<file path="src/rtl/ula_multiciclo_if.sv">
// Handshake/operand bundle between the multicycle datapath controller
// and the execution unit.
interface ula_multiciclo_if #(
  parameter int WIDTH = 32
);
  logic             start;
  logic [5:0]       ctrl;
  logic [WIDTH-1:0] a;
  logic [WIDTH-1:0] b;
  logic [WIDTH-1:0] result;
  logic [WIDTH-1:0] hi;
  logic             zero;
  logic             busy;
  logic             done;
  logic             div_by_zero;
  logic             overflow;

  modport master (
    output start, ctrl, a, b,
    input  result, hi, zero, busy, done, div_by_zero, overflow
  );

  modport slave (
    input  start, ctrl, a, b,
    output result, hi, zero, busy, done, div_by_zero, overflow
  );
endinterface

</file>
<file path="src/rtl/ula_multiciclo.sv">
// Multicycle ALU: 1-cycle logic/arith ops, WIDTH-step MULU/DIVU.
// Define ULA_OVERFLOW_EN to build signed ADD/SUB overflow detection.
module ula_multiciclo #(
  parameter int WIDTH = 32
) (
  input logic             clk,
  input logic             rst,
  ula_multiciclo_if.slave bus
);

  localparam int CW = $clog2(WIDTH);

  localparam logic [5:0] OP_ADD  = 6'b000000;
  localparam logic [5:0] OP_AND  = 6'b000001;
  localparam logic [5:0] OP_OR   = 6'b001000;
  localparam logic [5:0] OP_SUB  = 6'b001111;
  localparam logic [5:0] OP_SLT  = 6'b001101;
  localparam logic [5:0] OP_SGT  = 6'b001001;
  localparam logic [5:0] OP_MULU = 6'b011000;
  localparam logic [5:0] OP_DIVU = 6'b011010;

  typedef enum logic [2:0] {
    IDLE,
    EXEC,
    MUL,
    DIV,
    DONE
  } state_t;

  state_t           state_q, state_d;
  logic [WIDTH-1:0] a_q, a_d;
  logic [WIDTH-1:0] b_q, b_d;
  logic [5:0]       ctrl_q, ctrl_d;
  logic [2*WIDTH-1:0] acc_q, acc_d;
  logic [CW-1:0]    cnt_q, cnt_d;
  logic             last_q, last_d;
  logic [WIDTH-1:0] result_q, result_d;
  logic [WIDTH-1:0] hi_q, hi_d;
  logic             zero_q, zero_d;
  logic             dbz_q, dbz_d;

  logic [WIDTH-1:0] sum;
  logic [WIDTH-1:0] diff;
  logic             slt;
  logic             sgt;

  assign sum  = a_q + b_q;
  assign diff = a_q - b_q;
  assign slt  = $signed(a_q) < $signed(b_q);
  assign sgt  = $signed(a_q) > $signed(b_q);

  // Shift-add: upper half accumulates, lower half shifts out the multiplier.
  logic [WIDTH:0]     msum;
  logic [2*WIDTH-1:0] mul_next;

  assign msum = {1'b0, acc_q[2*WIDTH-1:WIDTH]}
              + {1'b0, (acc_q[0] ? a_q : {WIDTH{1'b0}})};
  assign mul_next = {msum, acc_q[WIDTH-1:1]};

  // Restoring divide: upper half is the remainder, lower half the quotient.
  logic [WIDTH:0]     dsh;
  logic [WIDTH:0]     dsub;
  logic               dge;
  logic [WIDTH-1:0]   rem_n;
  logic [2*WIDTH-1:0] div_next;

  assign dsh   = {acc_q[2*WIDTH-1:WIDTH], acc_q[WIDTH-1]};
  assign dsub  = dsh - {1'b0, b_q};
  assign dge   = ~dsub[WIDTH];
  assign rem_n = dge ? dsub[WIDTH-1:0] : dsh[WIDTH-1:0];
  assign div_next = {rem_n, acc_q[WIDTH-2:0], dge};

  always_comb begin
    state_d  = state_q;
    a_d      = a_q;
    b_d      = b_q;
    ctrl_d   = ctrl_q;
    acc_d    = acc_q;
    cnt_d    = cnt_q;
    last_d   = last_q;
    result_d = result_q;
    hi_d     = hi_q;
    zero_d   = zero_q;
    dbz_d    = dbz_q;
    unique case (state_q)
      IDLE: begin
        if (bus.start) begin
          a_d    = bus.a;
          b_d    = bus.b;
          ctrl_d = bus.ctrl;
          cnt_d  = CW'(WIDTH - 1);
          last_d = 1'b0;
          if (bus.ctrl == OP_MULU) begin
            acc_d   = {{WIDTH{1'b0}}, bus.b};
            state_d = MUL;
          end else if (bus.ctrl == OP_DIVU && bus.b != '0) begin
            acc_d   = {{WIDTH{1'b0}}, bus.a};
            state_d = DIV;
          end else begin
            state_d = EXEC;
          end
        end
      end
      EXEC: begin
        hi_d  = '0;
        dbz_d = 1'b0;
        unique case (ctrl_q)
          OP_AND:  result_d = a_q & b_q;
          OP_OR:   result_d = a_q | b_q;
          OP_SUB:  result_d = diff;
          OP_SLT:  result_d = {{(WIDTH-1){1'b0}}, slt};
          OP_SGT:  result_d = {{(WIDTH-1){1'b0}}, sgt};
          OP_DIVU: begin
            result_d = '1;
            hi_d     = a_q;
            dbz_d    = 1'b1;
          end
          default: result_d = sum;
        endcase
        zero_d  = (result_d == '0);
        state_d = DONE;
      end
      MUL, DIV: begin
        // Extra cycle after the last step copies the accumulator out.
        if (last_q) begin
          result_d = acc_q[WIDTH-1:0];
          hi_d     = acc_q[2*WIDTH-1:WIDTH];
          zero_d   = (acc_q[WIDTH-1:0] == '0);
          dbz_d    = 1'b0;
          state_d  = DONE;
        end else begin
          acc_d = (state_q == MUL) ? mul_next : div_next;
          if (cnt_q == '0) last_d = 1'b1;
          else             cnt_d  = cnt_q - CW'(1);
        end
      end
      DONE: state_d = IDLE;
      default: state_d = IDLE;
    endcase
  end

  always_ff @(posedge clk or posedge rst) begin
    if (rst) begin
      state_q  <= IDLE;
      a_q      <= '0;
      b_q      <= '0;
      ctrl_q   <= '0;
      acc_q    <= '0;
      cnt_q    <= '0;
      last_q   <= 1'b0;
      result_q <= '0;
      hi_q     <= '0;
      zero_q   <= 1'b0;
      dbz_q    <= 1'b0;
    end else begin
      state_q  <= state_d;
      a_q      <= a_d;
      b_q      <= b_d;
      ctrl_q   <= ctrl_d;
      acc_q    <= acc_d;
      cnt_q    <= cnt_d;
      last_q   <= last_d;
      result_q <= result_d;
      hi_q     <= hi_d;
      zero_q   <= zero_d;
      dbz_q    <= dbz_d;
    end
  end

  assign bus.result      = result_q;
  assign bus.hi          = hi_q;
  assign bus.zero        = zero_q;
  assign bus.div_by_zero = dbz_q;
  assign bus.busy        = (state_q != IDLE);
  assign bus.done        = (state_q == DONE);

`ifdef ULA_OVERFLOW_EN
  logic ovf_q, ovf_d;
  logic is_add;
  logic add_ovf;
  logic sub_ovf;

  assign is_add  = !(ctrl_q inside {OP_AND, OP_OR, OP_SUB, OP_SLT,
                                    OP_SGT, OP_MULU, OP_DIVU});
  assign add_ovf = (a_q[WIDTH-1] == b_q[WIDTH-1])
                 && (sum[WIDTH-1] != a_q[WIDTH-1]);
  assign sub_ovf = (a_q[WIDTH-1] != b_q[WIDTH-1])
                 && (diff[WIDTH-1] != a_q[WIDTH-1]);

  always_comb begin
    ovf_d = ovf_q;
    if (state_q == EXEC) begin
      ovf_d = (is_add && add_ovf) || (ctrl_q == OP_SUB && sub_ovf);
    end else if ((state_q == MUL || state_q == DIV) && last_q) begin
      ovf_d = 1'b0;
    end
  end

  always_ff @(posedge clk or posedge rst) begin
    if (rst) ovf_q <= 1'b0;
    else     ovf_q <= ovf_d;
  end

  assign bus.overflow = ovf_q;
`else
  assign bus.overflow = 1'b0;
`endif

endmodule

</file>
<file path="src/flat_wrapper.sv">
// flat-port wrapper written by rule: the top's interface ports become plain ports
module ula_multiciclo_flat 
#(
  parameter int WIDTH = 32
)
  (clk, rst, bus_start, bus_ctrl, bus_a, bus_b, bus_result, bus_hi, bus_zero, bus_busy, bus_done, bus_div_by_zero, bus_overflow);
  ula_multiciclo_if #(.WIDTH(WIDTH)) bus_i ();
  input logic clk;
  input logic rst;
  input wire logic [$bits(bus_i.start)-1:0] bus_start;
  input wire logic [$bits(bus_i.ctrl)-1:0] bus_ctrl;
  input wire logic [$bits(bus_i.a)-1:0] bus_a;
  input wire logic [$bits(bus_i.b)-1:0] bus_b;
  output wire logic [$bits(bus_i.result)-1:0] bus_result;
  output wire logic [$bits(bus_i.hi)-1:0] bus_hi;
  output wire logic [$bits(bus_i.zero)-1:0] bus_zero;
  output wire logic [$bits(bus_i.busy)-1:0] bus_busy;
  output wire logic [$bits(bus_i.done)-1:0] bus_done;
  output wire logic [$bits(bus_i.div_by_zero)-1:0] bus_div_by_zero;
  output wire logic [$bits(bus_i.overflow)-1:0] bus_overflow;
  assign bus_i.start = bus_start;
  assign bus_i.ctrl = bus_ctrl;
  assign bus_i.a = bus_a;
  assign bus_i.b = bus_b;
  assign bus_result = bus_i.result;
  assign bus_hi = bus_i.hi;
  assign bus_zero = bus_i.zero;
  assign bus_busy = bus_i.busy;
  assign bus_done = bus_i.done;
  assign bus_div_by_zero = bus_i.div_by_zero;
  assign bus_overflow = bus_i.overflow;
  ula_multiciclo #(.WIDTH(WIDTH)) u_core (.clk(clk), .rst(rst), .bus(bus_i));
endmodule
</file>
<file path="config.mk">
export PLATFORM = sky130hd
export DESIGN_NAME = ula_multiciclo_flat
export DESIGN_NICKNAME = d
export VERILOG_FILES = /design/src/rtl/ula_multiciclo_if.sv /design/src/rtl/ula_multiciclo.sv /design/src/flat_wrapper.sv
export SDC_FILE = /design/constraint.sdc
export NUM_CORES = 1
export LEC_CHECK = 0
export BUFFER_PORTS_ARGS = -buffer_cell sky130_fd_sc_hd__buf_2
export CAP_MARGIN = 20
export CORE_MARGIN = 3
export CORE_UTILIZATION = 65
export DETAILED_ROUTE_END_ITERATION = 6
export HOLD_SLACK_MARGIN = 0.08
export PLACE_DENSITY = 0.93
export SLEW_MARGIN = 10
export SYNTH_ARGS = -nofsm -noshare
export SYNTH_HDL_FRONTEND = slang
export SYNTH_SLANG_ARGS = --single-unit
</file>
<file path="constraint.sdc">
create_clock -name clk -period 9.5 [get_ports clk]
set_input_delay 0.475 -clock clk [delete_from_list [all_inputs] [get_ports clk]]
set_output_delay 0.475 -clock clk [all_outputs]
set_load 0.02 [all_outputs]
</file>
==> results.py <==
metrics = {
    "status": {
        "status": "finished, violations left",
        "failed_checks": "DRC",
    },
    "synth": {
        "synth_edf_count": 0,
        "synth_cell_types": 84,
        "synth_ff_type": "sky130_fd_sc_hd__dfrtp_1",
        "ys_ff_latch": 209,
        "cell_area_synth_um2": 18300,
        "ys_warn_count": 0,
        "syn_area_per_cell_um2": 7.73,
        "synthesized_instance_count": 2373,
        "most_frequent_cell_after_synthesis": "sky130_fd_sc_hd__nand2_1",
        "netlist_top_cells_count": "sky130_fd_sc_hd__nand2_1 (361), sky130_fd_sc_hd__o21ai_0 (244), sky130_fd_sc_hd__dfrtp_1 (209), sky130_fd_sc_hd__nor2_1 (167), sky130_fd_sc_hd__ha_1 (162)",
        "synth-async-reset-ratio_pct": 100,
        "synth_top_cells_by_area": "sky130_fd_sc_hd__dfrtp_1 (29%), sky130_fd_sc_hd__ha_1 (11%), sky130_fd_sc_hd__nand2_1 (7.4%), sky130_fd_sc_hd__o21ai_0 (6.7%), sky130_fd_sc_hd__a21oi_1 (4.1%)",
        "portion_of_synthesized_cell_area_occupied_by_the_leading_cell_type_pct": 28.5,
        "postSynthNetCount": 2612,
        "post-synth-top-area-cell": "sky130_fd_sc_hd__dfrtp_1",
        "yosysSeqAreaShare_pct": 28.5,
    },
    "grt": {
        "groute.usage.overall_pct": 46.1,
        "grt_remaining_overflow": 0,
        "antenna_found_initial": 3,
        "grt_pass1_vias": 18800,
        "grt_pass1_wl_um": 110000,
        "grt_start_max_net_pins": 89,
    },
    "route": {
        "ant_nets": 0,
        "routed_via_density": 7.07,
        "wl_um": 71900,
        "first_iter_violations": 2970,
        "route.vias.total": 19800,
        "drt-wirelength-per-cell_um": 25.6,
        "first_pass_iters": 7,
        "remaining_drc_errors": 2,
    },
    "cts": {
        "cts.root.buffer_cell": "sky130_fd_sc_hd__clkbuf_16",
        "path_clk_slew_ps": 70,
        "ctsHtreeMaxLevel": 1,
        "clock-sinks": 209,
        "postCtsResizedCells": 0,
        "post-cts-setup-buffer-count": 0,
        "clock_tree.buffer_depth": 3,
        "clk-insertion-delay-late_ps": 550,
        "cts-buffers-inserted": 25,
        "cts_tree": "yes",
    },
    "placed_design": {
        "gp_routability_congestion": 1.02,
        "dp_hpwl_um": 51600,
        "io_buffers": 140,
    },
    "sta": {
        "fin_setup_tns_ps": 0,
        "final_min_period_over_clock_period_pct": 54.1,
        "timing.final.setup_violations": 0,
        "min_hold_slack_ps": 150,
        "fin_worst_skew_ps": 13.8,
        "final-hold-violation-count": 0,
        "max_clock_freq_ghz": 0.194,
        "timing.max_slew.rel_slack_pct": 24.1,
        "worst-slew-pin-transition_ps": 1120,
        "setup_repair_after_global_routing_missed_its_margin": "no",
        "period_minus_ws_final_ps": 5140,
        "slew_viol_final": 0,
    },
    "critical_path": {
        "cpMaxStageDelayCell": "sky130_fd_sc_hd__a2111oi_0",
        "endpoint_arrival_time_on_the_critical_path_ps": 5530,
        "worstPathMaxFanout": 26,
        "path_delay_family": "compound AO/OA/AOI/OAI gates",
        "worst_path_most_repeated_cell": "sky130_fd_sc_hd__a21o_1",
        "worstSetupStartpointType": "flop",
        "critPathBufInv": 2,
        "setup.worst_path.end_class": "flop",
        "critical_path.max_stage_delay_ps": 820,
        "path_class": "flop to flop",
        "worstPathRequired_ps": 9880,
        "sequence_of_cells_on_the_critical_path": "buf_16 -> and2_1 -> ha_1 -> fa_1 -> a21o_1 -> a21o_1 -> a2111oi_0 -> nor3_1 -> o41a_1 -> a31oi_1 -> inv_1 -> a21o_1 -> a21oi_1 -> xnor2_1 -> a22oi_1 -> o21ai_0",
    },
    "floorplan": {
        "ios": 142,
        "placementRows": 60,
        "floorplan.die.width_um": 174,
        "initial_utilization_pct": 67.1,
        "fp.dieH_um": 174,
        "die_area_um2": 30300,
        "floorplan.core_area_um2": 27300,
    },
    "layout": {
        "seq_area_um2": 5230,
        "syn2layout_area_growth_pct": 9.29,
        "fraction_of_final_layout_cells_sized_beyond_drive_strength_1_pct": 11.1,
        "finalNetCount": 2656,
        "filler_cell_count": 2078,
        "diodes_inserted": 0,
        "multi_input_comb_area_um2": 12200,
    },
    "flow_run": {
        "max-cap-violations": 0,
    },
    "hold_path": {
        "min-delay-path-class": "input pin to flop",
    },
}
-- final cells by class --
| class | count | share of cell area [%] |
|---|---|---|
| Tap cell | 372 | 2.32 |
| Timing Repair Buffer | 163 | 4.47 |
| Multi-Input combinational cell | 1904 | 60.7 |
| Clock buffer | 32 | 3.50 |
| Inverter | 114 | 2.17 |
| Sequential cell | 209 | 26.1 |
| Clock inverter | 12 | 0.693 |
-- path summary, 6_finish.rpt --
kind / startpoint / endpoint / slack, ps / cells past startpoint
worst max register to register: u_core.acc_q[0] / u_core.acc_q[53] / 4360 / 16
worst min register to register: u_core.bus.div_by_zero / u_core.bus.div_by_zero / 480 / 2
worst max-delay path: u_core.acc_q[0] / u_core.acc_q[53] / 4360 / 16
min in group asynchronous: rst / u_core.bus.result[2] / 520 / 3
worst min-delay path: bus_a[4] / u_core.a_q[4] / 150 / 3
max in group asynchronous: rst / u_core.bus.hi[17] / 7530 / 4
-- worst register-to-register path: stages (launching register included) --
cell and delay (ps):
sky130_fd_sc_hd__dfrtp_1 610, sky130_fd_sc_hd__buf_16 280, sky130_fd_sc_hd__and2_1 160, sky130_fd_sc_hd__ha_1 240, sky130_fd_sc_hd__fa_1 450, sky130_fd_sc_hd__a21o_1 190
sky130_fd_sc_hd__a21o_1 210, sky130_fd_sc_hd__a2111oi_0 820, sky130_fd_sc_hd__nor3_1 230, sky130_fd_sc_hd__o41a_1 570, sky130_fd_sc_hd__a31oi_1 300, sky130_fd_sc_hd__inv_1 120
sky130_fd_sc_hd__a21o_1 190, sky130_fd_sc_hd__a21oi_1 210, sky130_fd_sc_hd__xnor2_1 120, sky130_fd_sc_hd__a22oi_1 160, sky130_fd_sc_hd__o21ai_0 120
-- through the flow --
stage / std cells / cell area (um2) / setup slack (ps) / utilization [%]
after floorplan: 2373 / 18300 / 3320 / -
after global placement: 2760 / 19200 / 4540 / 70.1
after detailed placement: 2761 / 19200 / 4560 / 70.2
after CTS: 2806 / 20000 / 4490 / 73.3
after global routing: 2806 / 20000 / 4180 / 73.3
final: 2806 / 20000 / 4360 / 73.3
-- registers in the layout, indices dropped and copies added (netlist names) --
signal,flops
u_core.a_q,32
u_core.b_q,32
u_core.state_q,3
u_core.bus.result,32
u_core.cnt_q,5
u_core.acc_q,64
u_core.ctrl_q,6
u_core.bus.div_by_zero,1
u_core.bus.zero,1
u_core.last_q,1
u_core.bus.hi,32
-- placed cells by master (no fill, tap or decap), drive strengths merged, types with 32 or more instances in the layout --
master  synthesis  layout
nand2         361     361
o21ai         244     244
dfrtp         209     209
nor2          167     167
ha            162     162
buf            12     162
a21oi         149     149
inv           114     117
nand3          90      90
a31oi          59      59
a21o           51      51
xnor2          45      45
nor3           43      43
mux2i          41      41
and2           41      41
clkbuf        134      32
-- kinds of logic after synthesis --
family	share of synthesized area [%]
xor gates and xnor gates	2.91
buffers and inverters	5.40
AOI/OAI and AO/OA	26.1
adders and majority gates	11.5
muxes	4.08
and+or+nand+nor	21.4
other	0.0205
DFF	28.5
-- what timing repair did --
item,4_1_cts,5_1_grt
hold endpoints to repair,65,0
hold buffers,1,0
setup endpoints to repair,0,0
-- metal layers --
layer  track usage (%)  vias up  part of all wire [%]
li1                  -     8607                     -
met1              58.6     9301                    36
met2              72.2     1553                    44
met3              11.5      384                    12
met4              25.0        4                   7.4
met5                 0        -                 0.032
Power is not shown: default switching activity piles up to over one toggle a cycle in this logic, so the estimate is an artifact.
